[config.mk]
export PLATFORM = sky130hd
export DESIGN_NAME = reg_write_arbiter
export DESIGN_NICKNAME = d
export VERILOG_FILES = /design/src/rtl/reg_arb_pkg.sv /design/src/rtl/rr_pick.sv /design/src/rtl/reg_write_arbiter.sv
export SDC_FILE = /design/constraint.sdc
export NUM_CORES = 1
export LEC_CHECK = 0
export CORE_MARGIN = 10
export CORE_UTILIZATION = 38
export CTS_BUF_LIST = sky130_fd_sc_hd__clkbuf_2
export DETAILED_ROUTE_END_ITERATION = 8
export GPL_TIMING_DRIVEN = 0
export MAX_ROUTING_LAYER = met4
export PLACE_DENSITY = 0.8
export RECOVER_POWER = 100
export SYNTH_ARGS = -nofsm -noshare
export SYNTH_HDL_FRONTEND = slang
export SYNTH_SLANG_ARGS = --single-unit
[constraint.sdc]
create_clock -name clk -period 4.67 [get_ports clk]
set_clock_uncertainty 0.05 [all_clocks]
set_input_delay 0.934 -clock clk [delete_from_list [all_inputs] [get_ports clk]]
set_output_delay 0.934 -clock clk [all_outputs]
set_load 0.05 [all_outputs]
[src/rtl/reg_arb_pkg.sv]
// reg_arb_pkg: shared state encoding and default width for the register write arbiter
package reg_arb_pkg;
    typedef enum logic {
        ARB    = 1'b0,
        LOCKED = 1'b1
    } arb_state_e;
    localparam int W_DEF = 32;
endpackage

[src/rtl/rr_pick.sv]
// rr_pick: combinational round-robin picker, first set request at or above ptr with wraparound
module rr_pick #(
    parameter int N  = 4,
    parameter int PW = $clog2(N)
) (
    input  logic [N-1:0]  req_i,
    input  logic [PW-1:0] ptr_i,
    output logic [N-1:0]  gnt_o,
    output logic [PW-1:0] idx_o
);
    logic          found;
    logic [PW-1:0] j;
    // scan N positions starting at ptr, keep the first requester seen
    always_comb begin
        gnt_o = '0;
        idx_o = '0;
        found = 1'b0;
        j     = '0;
        for (int k = 0; k < N; k++) begin
            j = PW'((int'(ptr_i) + k) % N);
            if (!found && req_i[j]) begin
                found    = 1'b1;
                idx_o    = j;
                gnt_o[j] = 1'b1;
            end
        end
    end
endmodule

[src/rtl/reg_write_arbiter.sv]
// reg_write_arbiter: round-robin sharing of one register write port with lockable ownership and idle timeout
module reg_write_arbiter
    import reg_arb_pkg::*;
#(
    parameter int N            = 4,
    parameter int W            = W_DEF,
    parameter int LOCK_TIMEOUT = 16
) (
    input  logic           clk,
    input  logic           reset,
    input  logic [N-1:0]   req,
    input  logic [N*W-1:0] req_wdata,
    input  logic [N-1:0]   req_lock,
    output logic [N-1:0]   gnt,
    output logic           reg_wr,
    output logic [W-1:0]   reg_wdata,
    input  logic [W-1:0]   reg_rdata,
    output logic [W-1:0]   rd_data,
    output logic           locked,
    output logic           lock_err
);
    localparam int PW = $clog2(N);
    localparam int CW = $clog2(LOCK_TIMEOUT + 1);

    arb_state_e    state_q;
    logic [PW-1:0] ptr_q, owner_q, ptr_d, pick_idx, win_idx;
    logic [CW-1:0] idle_q, idle_d;
    logic [N-1:0]  pick_gnt;
    logic          reg_wr_q, lock_err_q, xfer, timeout;
    logic [W-1:0]  reg_wdata_q;

    rr_pick #(.N(N), .PW(PW)) u_pick (
        .req_i (req),
        .ptr_i (ptr_q),
        .gnt_o (pick_gnt),
        .idx_o (pick_idx)
    );

    // grant comes from the picker when arbitrating, only the owner may go while locked
    always_comb begin
        gnt     = reset ? '0 : (state_q == ARB) ? pick_gnt
                                                : ({{(N-1){1'b0}}, req[owner_q]} << owner_q);
        win_idx = (state_q == ARB) ? pick_idx : owner_q;
        xfer    = |(req & gnt);
        ptr_d   = (win_idx == PW'(N - 1)) ? '0 : win_idx + 1'b1;
        idle_d  = (idle_q == CW'(LOCK_TIMEOUT)) ? idle_q : idle_q + 1'b1;
        timeout = (state_q == LOCKED) && !req[owner_q] && (idle_d == CW'(LOCK_TIMEOUT));
    end

    // arbitration state, lock ownership, idle counting and the registered write port
    always_ff @(posedge clk) begin
        if (reset) begin
            state_q     <= ARB;
            ptr_q       <= '0;
            owner_q     <= '0;
            idle_q      <= '0;
            reg_wr_q    <= 1'b0;
            reg_wdata_q <= '0;
            lock_err_q  <= 1'b0;
        end else begin
            reg_wr_q   <= xfer;
            lock_err_q <= timeout;
            if (xfer)
                reg_wdata_q <= req_wdata[int'(win_idx)*W +: W];
            if (state_q == ARB) begin
                if (xfer) begin
                    ptr_q <= ptr_d;
                    if (req_lock[win_idx]) begin
                        state_q <= LOCKED;
                        owner_q <= win_idx;
                        idle_q  <= '0;
                    end
                end
            end else if (xfer) begin
                idle_q <= '0;
                if (!req_lock[owner_q])
                    state_q <= ARB;
            end else begin
                idle_q <= idle_d;
                if (timeout)
                    state_q <= ARB;
            end
        end
    end

    assign reg_wr    = reg_wr_q;
    assign reg_wdata = reg_wdata_q;
    assign lock_err  = lock_err_q;
    assign locked    = (state_q == LOCKED);
    assign rd_data   = reg_rdata;
endmodule

# Yosys cells after proc, flatten, opt, wreduce, memory -nomap -nowiden
# Index checks and enable logic that the tools add are counted.
# totals
ff_bits,44
input_bits,170
# op_classes
n_addsub,5
order_cmp,10
eq_ne,3
n_shift,2
mux,48
bitwise_logic,5
n_reduce_logical,19
# ops
cell,count
128-bit by 8-bit variable part select with 32-bit output,1
5-bit 2-to-1 mux,5
4-bit 2-to-1 mux,6
1-bit 2-to-1 mux,20
"2-bit by 3-bit less-than comparator with 1-bit output, second input constant",6
1-bit binary-select mux with 2-bit select,7
2-bit 2-to-1 mux,6
4-bit OR,3
"5-bit equality test, second input constant",2
1-bit logical AND,9
1-bit demux with 2-bit select,4
"2-bit by 1-bit greater-or-equal comparator with 1-bit output, second input constant",4
"5-bit by 1-bit adder with 5-bit output, second input constant",1
"2-bit by 1-bit adder with 2-bit output, second input constant",2
"2-bit adder, second input constant",2
4-bit bitwise AND,1
1-bit logical NOT,4
2-bit AND reduction,2
2-bit nonzero test,2
4-bit OR reduction,1
1-bit by 2-bit left shift with 4-bit output,1
3-bit AND reduction,1
"2-bit equality test, second input constant",1
1-bit NOT,1

# Longest topological paths before layout
# Gate-level depths: netlist of run 1.
# depth
ltp_word,18
mapped_depth,16
mapped_depth_nobuf,11

# By module
# A second synthesis of run 1 with hierarchy kept.
# unflattened
cells_unflattened,345
area_unflattened_um2,3535.9
# by_module_without_submodules
mod,instances,cells_each,area_per_inst_um2
reg_write_arbiter,1,280,3046.7
rr_pick,1,65,489.2

# Worst setup path before layout of run 1
# No wires, ideal clock.
# synth_path
kind,flip-flop to output port
start,register ptr_q[0]
end,output port gnt[1]
arrival_time_ns,3.620
t_required_ns,3.686
setup_slack_ns,0.066
path_stages_with_launch,10
path_buffers,3
path_cell_list,dfxtp_1 > buf_2 > buf_1 > inv_1 > ha_1 > clkbuf_1 > mux4_2 > o41ai_1 > nor4_1 > a211oi_1
# synth_via
elab_chain_len,14
word_cells_on_any_way,49
classes_between,3 x add/sub; 8 x order compare; 25 x mux; 3 x bitwise; 10 x reduce/logical
# synth_rtl
item,line,source
start: declaration,reg_write_arbiter.sv:26,"logic [PW-1:0] ptr_q, owner_q, ptr_d, pick_idx, win_idx;"
start signal: assignment,reg_write_arbiter.sv:67,ptr_q <= ptr_d;
"parallel branches: the longest is 11 deep, another holds 2-bit by 3-bit less-than comparator with 1-bit output",-,
4-bit 2-to-1 mux *,rr_pick.sv:21,if (!found && req_i[j]) begin
4-bit 2-to-1 mux * (2 in series),reg_write_arbiter.sv:41,gnt = reset ? '0 : (state_q == ARB) ? pick_gnt
end: declaration,reg_write_arbiter.sv:14,"output logic [N-1:0] gnt,"
# Every way passes the cells marked *. The select of a mux whose other input is x is not followed.

# Worst setup path in the final report of run 1
# layout_path
start,input port req[1]
end,output port gnt[0]
# layout_via
elab_chain_len,14
word_cells_on_any_way,29
classes_between,1 x shift; 19 x mux; 3 x bitwise; 6 x reduce/logical
# layout_rtl
item,line,source
start: declaration,reg_write_arbiter.sv:11,"input logic [N-1:0] req,"
1-bit binary-select mux with 2-bit select,rr_pick.sv:21,
1-bit 2-to-1 mux (implied by the code),rr_pick.sv:21,
1-bit 2-to-1 mux,rr_pick.sv:21,
1-bit logical NOT,rr_pick.sv:21,
1-bit logical AND,rr_pick.sv:21,
1-bit 2-to-1 mux,rr_pick.sv:21,
1-bit logical NOT,rr_pick.sv:21,
1-bit logical AND,rr_pick.sv:21,
1-bit 2-to-1 mux,rr_pick.sv:21,
1-bit logical NOT,rr_pick.sv:21,
1-bit logical AND,rr_pick.sv:21,
4-bit 2-to-1 mux,rr_pick.sv:21,
4-bit 2-to-1 mux * (2 in series),reg_write_arbiter.sv:41,
# Mark *: on every way between the ends. The rest lies on a longest branch, timed or not. The select of a mux whose other input is x is not followed.

==> flow_summary.json, run 1 <==
{
  "status": "completed",
  "cts_sinks": 44,
  "wl_per_cell_um": 17.9,
  "hold_viol_final": 0,
  "fmax_ghz": 0.221,
  "crit_fanout": 10,
  "vias": 4748,
  "rr_endpoint": "reg_wdata[20]$_SDFFE_PP0P_",
  "min_path_cells": 2,
  "finalCritPeriodShare": 0.970,
  "antenna_left": 0,
  "drt-total-wl_um": 16300,
  "synthTopCellsByArea": "dfxtp_1 (23%), nand2_1 (20%), o211ai_1 (6.6%), buf_4 (6.4%), a21oi_1 (5.6%)",
  "setup_viol": 0,
  "antenna_found_initial": 1,
  "grt_max_degree": 16,
  "grt_pass1_vias": 4852,
  "synth.distinct_cells": 54,
  "top_layer": "met4",
  "min_to": "reg_wdata[25]$_SDFFE_PP0P_",
  "vias_per_cell": 5.21,
  "yosys.area.top_type_share": 0.234,
  "port_buffers": 208,
  "drc": 0,
  "synth_fp_nets": 741,
  "die_h_um": 120,
  "hpwl_um": 13300,
  "max-cap-violations": 0,
  "syn_inst": 560,
  "hp-class": "flop to flop",
  "cts_buffers": 5,
  "cts-root-to-sink-buffers": 2,
  "final_area_um2": 6100,
  "nets": 957,
  "ys_dominant_reg_cell": "dfxtp_1",
  "fin_setup_tns_ns": 0,
  "core_area_um2": 9730,
  "slew_viol_final": 0,
  "ys_seq_area_frac": 0.234,
  "dieWidth_um": 120,
  "crit_arrival_ns": 3.55,
  "layout_min_cycle_time_ns": 4.53,
  "wl_met2_um": 8180,
  "ios": 241,
  "die_area_um2": 14300,
  "synth.ff_latch_count": 44,
  "r2r-start": "ptr_q[0]$_SDFFE_PP0P_",
  "clock_latency_ns": 0.44,
  "synth_edf_count": 0,
  "cts_tree": "built",
  "power_density_nw_per_um2": 649,
  "first_pass_iters": 7,
  "slew_headroom": 0.593,
  "met3_length_um": 1460,
  "required_ns": 3.69,
  "r2r_slack_ns": 0.44,
  "crit_type": "primary input to output pin",
  "syn_to_final_growth_pct": 62.0,
  "hold_start": "reg_wdata[25]$_SDFFE_PP0P_",
  "yosys_warnings": 0,
  "async_reset_ff_frac": 0,
  "drt_iter0_drc": 305,
  "syn_area_per_cell_um2": 6.72,
  "clkTransAtPathRegs_ns": 0.27,
  "grt-ovfl-total": 0,
  "critPathCaptureType": "output pin",
  "grt_use_total": 0.221,
  "p_total_w": 0.00396,
  "wl_met1_um": 6480,
  "irDropWorstVdd_uv": 318,
  "final_core_util": 0.627,
  "rsz0062_at_grt": "false",
  "htreeDepth": 2,
  "drive_above_1_share": 0.107,
  "place_congestion": 0.862,
  "p_leak_nw": 2.57,
  "initial_utilization": 0.387,
  "synth_top_area_cell": "dfxtp_1",
  "grt_pass1_wl_um": 25400,
  "worstMarginPinSlew_ns": 0.609,
  "num_rows": 36,
  "synth_area_um2": 3760,
  "cts_root_buffer": "clkbuf_2",
  "placed_cell_area_um2": 6010,
  "r2r_cells": 16,
  "start_kind": "primary input"
}
## final cells by class
| class | count | area (um^2) |
|---|---|---|
| fill | 911 | 3630 |
| timing repair buffer | 210 | 2090 |
| sequential | 44 | 882 |
| tap | 133 | 166 |
| clock buffer | 5 | 25.0 |
| multi-input combinational | 427 | 2390 |
| buffer | 76 | 455 |
| inverter | 12 | 45.0 |
| clock inverter | 3 | 46.3 |
| antenna | 1 | 2.50 |
## synth_stat cells, types with 3 or more instances
library cell	number
nor2_1	7
nand3_1	38
nor3b_1	3
nor3_1	4
nor2b_1	3
a21oi_1	42
ha_1	11
buf_1	3
and3_1	3
mux4_2	5
a221o_1	3
a211oi_1	4
o21ai_0	12
mux2i_1	5
dfxtp_1	44
clkbuf_1	24
buf_4	32
inv_1	11
a21boi_0	3
mux2_2	3
o211ai_1	33
buf_6	4
nand2b_1	4
nand2_1	203
nor4_1	4
buf_2	14
## per-stage QoR
stage / instances / hold WS (ns) / worst slack (ns)
6_report: 911 / 0.416 / 0.139
5_1_grt: 911 / 0.432 / 0.0286
4_1_cts: 908 / 0.420 / 0.000367
3_5_place_dp: 901 / 0.392 / -0.325
3_3_place_gp: 901 / 0.388 / -0.429
2_1_floorplan: 560 / 0.469 / 0.0662
## cell usage in the layout (no fill, tap or decap), types with 4 or more instances in the layout
master           synthesis  final
o21ai_0                 12     11
a211oi_1                 4      4
nor3_1                   4      4
inv_1                   11     12
a21oi_1                 42     42
buf_4                   32     34
nor2_1                   7      7
mux4_2                   5      5
nor4_1                   4      4
nand2_1                203    203
ha_1                    11     10
clkbuf_1                24     24
nand3_1                 38     38
mux2i_1                  5      5
dlygate4sd3_1            0     68
clkdlybuf4s50_1          0    136
clkbuf_2                 0     11
nand2b_1                 4      5
buf_6                    4      4
o211ai_1                33     33
dfxtp_1                 44     43
buf_2                   14      9
## worst max path at each step
stage,start,to,slack (ns),cells past startpoint
after global placement,ptr_q[0]$_SDFFE_PP0P_,gnt[1],-0.43,10
after global routing,ptr_q[0]$_SDFFE_PP0P_,gnt[1],0.03,10
after detailed placement,ptr_q[0]$_SDFFE_PP0P_,gnt[2],-0.32,11
final,req[1],gnt[0],0.14,8
after floorplan,ptr_q[0]$_SDFFE_PP0P_,gnt[1],0.07,9
after CTS,ptr_q[0]$_SDFFE_PP0P_,gnt[3],0.0004,10
## what timing repair did
action                     in CTS  in global routing
resized for setup              19                 10
setup endpoints to repair       4                  4
setup buffers                   0                  2
hold buffers                    0                  0
## power breakdown
group	switching (W)	internal [W]	leakage, nW	total (W)
clock	0.000149	0.0000923	0.0396	0.000241
sequential	0.0000907	0.000523	0.360	0.000614
combinational	0.00206	0.00105	2.17	0.00310
total	0.00229	0.00166	2.57	0.00396
## per-layer routing
metal	track usage	vias up
li1	-	2324
met1	0.256	2197
met2	0.371	213
met3	0.0675	14
met4	0.0430	0
met5	-	-
## registers in the layout (all words and copies together) (netlist names)
register   flops
lock_err       1
idle_q         5
ptr_q          2
owner_q        2
reg_wdata     32
locked         1
reg_wr         1
## critical path, cell delays in order
cell and delay (ns):
clkdlybuf4s50_1 0.51, buf_2 0.23, or4b_2 0.62, o2bb2a_4 0.23, a21boi_0 0.27, o31ai_2 0.15
a21oi_1 0.19, clkdlybuf4s15_2 0.40
## kinds of logic after synthesis
group / Yosys count / synth area share
compound gates: 119 / 0.214
fa+ha+maj: 11 / 0.0366
simple gates: 283 / 0.327
xor+xnor: 1 / 0.00233
flops: 44 / 0.234
buf+inv: 89 / 0.133
mux: 13 / 0.0522
Note: power is estimated with default switching activity, not from simulation.
==> run 2, diff against run 1 <==
--- a/config.mk
+++ b/config.mk
@@ -8,6 +8,7 @@
 export CORE_MARGIN = 10
 export CORE_UTILIZATION = 38
 export CTS_BUF_LIST = sky130_fd_sc_hd__clkbuf_2
+export CTS_CLUSTER_SIZE = 40
 export DETAILED_ROUTE_END_ITERATION = 8
 export GPL_TIMING_DRIVEN = 0
 export MAX_ROUTING_LAYER = met4
==> results of run 2 <==
No change in the layout: final DEF, timing and power equal those of run 1.
